File: src/rtl/branch_resolve_unit.sv
// rtl/branch_resolve_unit.sv - carries BTB predictions IF->EX and resolves them into redirect/flush.
// Optional performance counters are enabled by defining BRU_PERF_CNT_EN.
module branch_resolve_unit #(
    parameter int XLEN  = 32
`ifdef BRU_PERF_CNT_EN
    , parameter int CNT_W = 16
`endif
) (
    input  logic            clk_i,
    input  logic            rst_i,
    input  logic            stall_i,
    input  logic            valid_if_i,
    input  logic [XLEN-1:0] pc_if_i,
    input  logic            hit_if_i,
    input  logic [XLEN-1:0] pred_pc_if_i,
    input  logic            ctrl_ex_i,
    input  logic            taken_ex_i,
    input  logic [XLEN-1:0] target_ex_i,
    output logic            redirect_o,
    output logic [XLEN-1:0] redirect_pc_o,
    output logic            flush_o,
    output logic [1:0]      mispred_o,
    output logic            hit_ex_o,
    output logic [XLEN-1:0] pc_ex_o,
    output logic            busy_o
`ifdef BRU_PERF_CNT_EN
    , output logic [CNT_W-1:0] n_ctrl_o
    , output logic [CNT_W-1:0] n_mispred_o
    , output logic [CNT_W-1:0] n_wrong_tgt_o
`endif
);

    typedef enum logic {IDLE = 1'b0, FLUSH = 1'b1} state_t;

    state_t          r_state;
    logic            r_id_valid, r_id_hit;
    logic [XLEN-1:0] r_id_pc, r_id_pred;
    logic            r_ex_valid, r_ex_hit;
    logic [XLEN-1:0] r_ex_pc, r_ex_pred;

    logic            w_res_en;
    logic            w_taken;
    logic [1:0]      w_mispred;
    logic [XLEN-1:0] w_redirect_pc;
    logic            w_redirect;

    assign w_res_en = r_ex_valid & ~stall_i & (r_state == IDLE);
    assign w_taken  = ctrl_ex_i & taken_ex_i;

    always_comb begin
        w_mispred     = 2'b00;
        w_redirect_pc = '0;
        if (w_res_en) begin
            if (r_ex_hit && !w_taken) begin
                w_mispred     = 2'b01;
                w_redirect_pc = r_ex_pc + XLEN'(4);
            end else if (!r_ex_hit && w_taken) begin
                w_mispred     = 2'b10;
                w_redirect_pc = target_ex_i;
            end else if (r_ex_hit && w_taken && (target_ex_i != r_ex_pred)) begin
                w_mispred     = 2'b11;
                w_redirect_pc = target_ex_i;
            end
        end
    end

    assign w_redirect    = (w_mispred != 2'b00);
    assign redirect_o    = w_redirect;
    assign flush_o       = w_redirect;
    assign mispred_o     = w_mispred;
    assign redirect_pc_o = w_redirect_pc;
    assign hit_ex_o      = r_ex_valid & r_ex_hit;
    assign pc_ex_o       = r_ex_valid ? r_ex_pc : '0;
    assign busy_o        = (r_state == FLUSH);

    always_ff @(posedge clk_i or posedge rst_i) begin
        if (rst_i) begin
            r_state    <= IDLE;
            r_id_valid <= 1'b0;
            r_id_hit   <= 1'b0;
            r_id_pc    <= '0;
            r_id_pred  <= '0;
            r_ex_valid <= 1'b0;
            r_ex_hit   <= 1'b0;
            r_ex_pc    <= '0;
            r_ex_pred  <= '0;
        end else begin
            case (r_state)
                IDLE: begin
                    if (!stall_i) begin
                        if (w_redirect) begin
                            // Younger instructions and this cycle's fetch are wrong-path.
                            r_state    <= FLUSH;
                            r_id_valid <= 1'b0;
                            r_ex_valid <= 1'b0;
                        end else begin
                            r_id_valid <= valid_if_i;
                            r_id_hit   <= hit_if_i;
                            r_id_pc    <= pc_if_i;
                            r_id_pred  <= pred_pc_if_i;
                            r_ex_valid <= r_id_valid;
                            r_ex_hit   <= r_id_hit;
                            r_ex_pc    <= r_id_pc;
                            r_ex_pred  <= r_id_pred;
                        end
                    end
                end
                FLUSH: begin
                    r_state <= IDLE;
                    // Fetch now presents the redirected PC; take it as we leave.
                    if (!stall_i) begin
                        r_id_valid <= valid_if_i;
                        r_id_hit   <= hit_if_i;
                        r_id_pc    <= pc_if_i;
                        r_id_pred  <= pred_pc_if_i;
                    end
                end
                default: r_state <= IDLE;
            endcase
        end
    end

`ifdef BRU_PERF_CNT_EN
    function automatic logic [CNT_W-1:0] sat_inc(input logic [CNT_W-1:0] v);
        return (&v) ? v : v + CNT_W'(1);
    endfunction

    always_ff @(posedge clk_i or posedge rst_i) begin
        if (rst_i) begin
            n_ctrl_o      <= '0;
            n_mispred_o   <= '0;
            n_wrong_tgt_o <= '0;
        end else begin
            if (w_res_en && ctrl_ex_i)   n_ctrl_o      <= sat_inc(n_ctrl_o);
            if (w_redirect)              n_mispred_o   <= sat_inc(n_mispred_o);
            if (w_mispred == 2'b11)      n_wrong_tgt_o <= sat_inc(n_wrong_tgt_o);
        end
    end
`endif

endmodule

File: config.mk
export PLATFORM = sky130hd
export DESIGN_NAME = branch_resolve_unit
export DESIGN_NICKNAME = d
export VERILOG_FILES = /design/src/rtl/branch_resolve_unit.sv
export SDC_FILE = /design/constraint.sdc
export NUM_CORES = 1
export LEC_CHECK = 0
export ABC_CLOCK_PERIOD_IN_PS = 7300
export BUFFER_PORTS_ARGS = -buffer_cell sky130_fd_sc_hd__buf_4
export CORE_ASPECT_RATIO = 0.7
export CORE_UTILIZATION = 30
export CTS_BUF_LIST = sky130_fd_sc_hd__clkbuf_16
export CTS_CLUSTER_SIZE = 20
export DETAILED_ROUTE_END_ITERATION = 10
export GPL_TIMING_DRIVEN = 0
export PLACE_DENSITY = 0.5
export SYNTH_ARGS = -nofsm -noshare
export SYNTH_HDL_FRONTEND = slang
export SYNTH_SLANG_ARGS = --single-unit
export TNS_END_PERCENT = 1
File: constraint.sdc
create_clock -name clk_i -period 7.3 [get_ports clk_i]
set_input_delay 0.73 -clock clk_i [delete_from_list [all_inputs] [get_ports clk_i]]
set_output_delay 0.73 -clock clk_i [all_outputs]
set_load 0.02 [all_outputs]
==> summary.md <==
| Metric | Value |
|---|---|
| Clk Latency, worst-skew pair | `420 ps` |
| Routability-driven placement congestion ratio | `0.836` |
| Initial antenna violation count | `0` |
| Power per Cell Area | `390 nW/um^2` |
| Hold Violations, Final | `0` |
| Clock sink total | `133` |
| Top cells by area, synth | `dfrtp_1 49%, mux2_2 12%, mux2_4 11%` |
| Final period utilization | `0.550` |
| Top cell types by occurrence after synthesis | `133 x dfrtp_1, 74 x mux2_2, 50 x mux2_4` |
| Hold Buf Count CTS | `0` |
| Buffers inserted during post-CTS setup optimization | `0` |
| DRT antenna net count | `0` |
| Number of cells produced by synthesis | `502` |
| R2r startpoint | `r_ex_pred[5]$_DFFE_PP0P_` |
| Number of buffers on the longest clock path | `2` |
| Routed via count | `4679` |
| Mean cell area of the mapped netlist | `13.4 um^2` |
| Top-count cell post-synth | `dfrtp_1` |
| Most used flip-flop cell after synthesis | `dfrtp_1` |
| Flops & latches, synth | `133` |
| Layout Area Growth over Synthesis | `32.7%` |
| Total leakage power | `4.01 nW` |
| Net count of the finished layout | `798` |
| Number of core rows | `45` |
| Half-perimeter wire length after placement | `15300 um` |
| Library cell occupying the most area in the post-synthesis netlist | `dfrtp_1` |
| Number of buffers created by CTS | `17` |
| Type of destination of the critical path | `output port` |
| Final clock skew | `8.42 ps` |
| Highest net fanout along the worst path | `7` |
| Ys async rst share | `1.00` |
| Share of cells above drive strength 1 | `0.489` |
| Drc violations | `0` |
| Total negative setup slack | `0 ps` |
| Library cell used as clock root buffer | `clkbuf_16` |
| Fillcell total | `2066` |
| Area fraction of the dominant cell type after synthesis | `0.494` |
| Number of synthesized flops with an enable pin | `0` |
| Wirelength per Cell | `20.2 um` |
| Arrival time at the worst endpoint | `3290 ps` |
| Peak supply drop | `167 uV` |
| Die W | `181 um` |
| Period minus WS final | `4020 ps` |
| Post-synth cell types | `34` |
| Initial standard-cell utilization of the core | `0.308` |
| Count of boundary I/O pins | `173` |
| Unrepaired setup endpoints after global routing | `false` |
| Slew HR | `0.159` |
| Count of buffers from port buffering | `172` |
| Pin count of the biggest net entering global routing | `85` |
| CTS tree | `built` |
| Total global-route track usage | `0.179` |
| Overall power consumption | `3.49 mW` |
| Global-route wire length before repair | `30100 um` |
| DIE HEIGHT | `127 um` |
| FF-to-FF setup slack | `4410 ps` |
| Area taken by flip-flops and latches | `3330 um^2` |
| Total gr overflow | `0` |
| Standard cell core area | `21800 um^2` |
| Max-slew violation count | `0` |
| Least-Margin Pin Slew | `1250 ps` |
| Number of nets in the synthesized netlist | `606` |
| Die area | `23100 um^2` |
| Area of the mapped netlist | `6730 um^2` |
| Gates resized, CTS repair | `0` |
| Worst min-delay path category | `input pin to async pin` |
| Sequential fraction of the synthesis area | `0.494` |
| Initial detailed-routing violation count | `241` |
| WS Path Type | `flop to output port` |
| Clock input transition at the sequential cells of the worst setup and hold paths | `60 ps` |
| Footprint of the multi-input gates | `3150 um^2` |
| Capturing point of the worst reg2reg path | `r_ex_pred[25]$_DFFE_PP0P_` |
| Highest achievable clock rate | `0.249 GHz` |
| DRT Pass-1 Iters | `4` |
| Vias in the first global route | `5003` |
| Total number of H-tree levels | `4` |
| Finish-stage setup viols | `0` |
| Reg2reg path depth | `7` |
| Yosys warning count | `0` |
| Startpoint kind of the worst setup timing path | `flop` |
| Number of diodes added for antenna fixing | `0` |
| Critical Path RT | `6570 ps` |
| Outcome | `finished clean` |
| DRT Wirelength | `19900 um` |
| Max Cap Viol | `0` |
| Ratio of routed vias to standard cells | `4.73` |
-- layout by cell type, fill, tap and decap left out, types with 3 or more instances in the layout --
master,instances
buf_6,7
clkbuf_16,17
clkinv_2,5
o2bb2ai_1,10
mux2_4,50
nand4_1,16
nand3_1,13
clkbuf_1,11
and4_1,3
a22o_1,22
xnor2_1,43
dfrtp_1,133
and2_1,34
mux2_2,74
nor3_1,4
and3_1,3
mux2_1,5
xor2_1,17
nand2_1,16
inv_1,8
buf_12,5
buf_4,174
nor2_1,11
-- critical path, cell delays in order, from the launching register on --
cell and delay [ps]:
dfrtp_1 450, nand3_1 190, nor3_1 1030, nand4_1 410, nor2_1 250, xor2_1 200
a22o_1 180, buf_4 150
-- per-stage QoR --
stage                util  instances  setup WS, ps  instance area (um^2)  hold WS [ps]
global placement    0.384        956          1450                  8380           474
global route        0.409        989          3110                  8940           377
finish              0.409        989          3280                  8940           339
floorplan               -        502          3020                  6730           453
CTS                 0.409        989          3310                  8940           353
detailed placement  0.385        957          3450                  8410           482
-- power by group --
part	leakage [nW]	total, mW	switching [mW]	internal (mW)
clock network	0.272	0.774	0.318	0.456
logic	2.19	1.42	0.664	0.753
registers	1.55	1.30	0.264	1.03
-- area by class of cell --
class	count	area share
plain buffers	25	0.0263
well taps	282	0.0395
clock inverters	15	0.0113
flip-flops and latches	133	0.372
repair buffers	173	0.148
multi-input cells	339	0.353
clock buffers	17	0.0476
inverters	5	0.00266
-- registers in the layout, summed over array words and instances, names as in the netlist, 32 cells and up --
| register | flops |
|---|---|
| r_ex_pc | 32 |
| r_ex_pred | 32 |
| r_id_pred | 32 |
| r_id_pc | 32 |
-- worst max path at each step --
stage	from	endpoint	slack [ps]	cells after the start
6_report	r_ex_pc[6]$_DFFE_PP0P_	redirect_pc_o[31]	3280	7
3_5_place_dp	target_ex_i[5]	redirect_pc_o[29]	3450	8
3_3_place_gp	rst_i	r_id_pc[4]$_DFFE_PP0P_	1450	2
4_1_cts	r_ex_pc[6]$_DFFE_PP0P_	redirect_pc_o[29]	3310	7
5_1_grt	r_ex_pc[6]$_DFFE_PP0P_	redirect_pc_o[29]	3110	7
2_1_floorplan	rst_i	busy_o$_DFF_PP0_	3020	1
-- kinds of logic (layout without fill, tap and decap cells) --
family / count (synthesis) / in the layout / synth area share
AND/OR/NAND/NOR: 107 / 107 / 0.0892
AO/OA/AOI/OAI: 42 / 42 / 0.0554
XOR/XNOR: 60 / 60 / 0.0780
multiplexers: 129 / 129 / 0.244
adder cells (fa/ha/maj): 1 / 1 / 0.00186
buffers and inverters: 30 / 235 / 0.0377
flip-flops: 133 / 133 / 0.494
-- layer usage --
| layer | vias to the layer above | routed length [um] | GRT usage |
|---|---|---|---|
| li1 | 2166 | - | - |
| met1 | 2343 | 9890 | 0.254 |
| met2 | 156 | 8740 | 0.269 |
| met3 | 14 | 1160 | 0.0496 |
| met4 | 0 | 162 | 0.0444 |
| met5 | - | 0 | 0 |
Note: power is estimated with default switching activity, not from simulation.
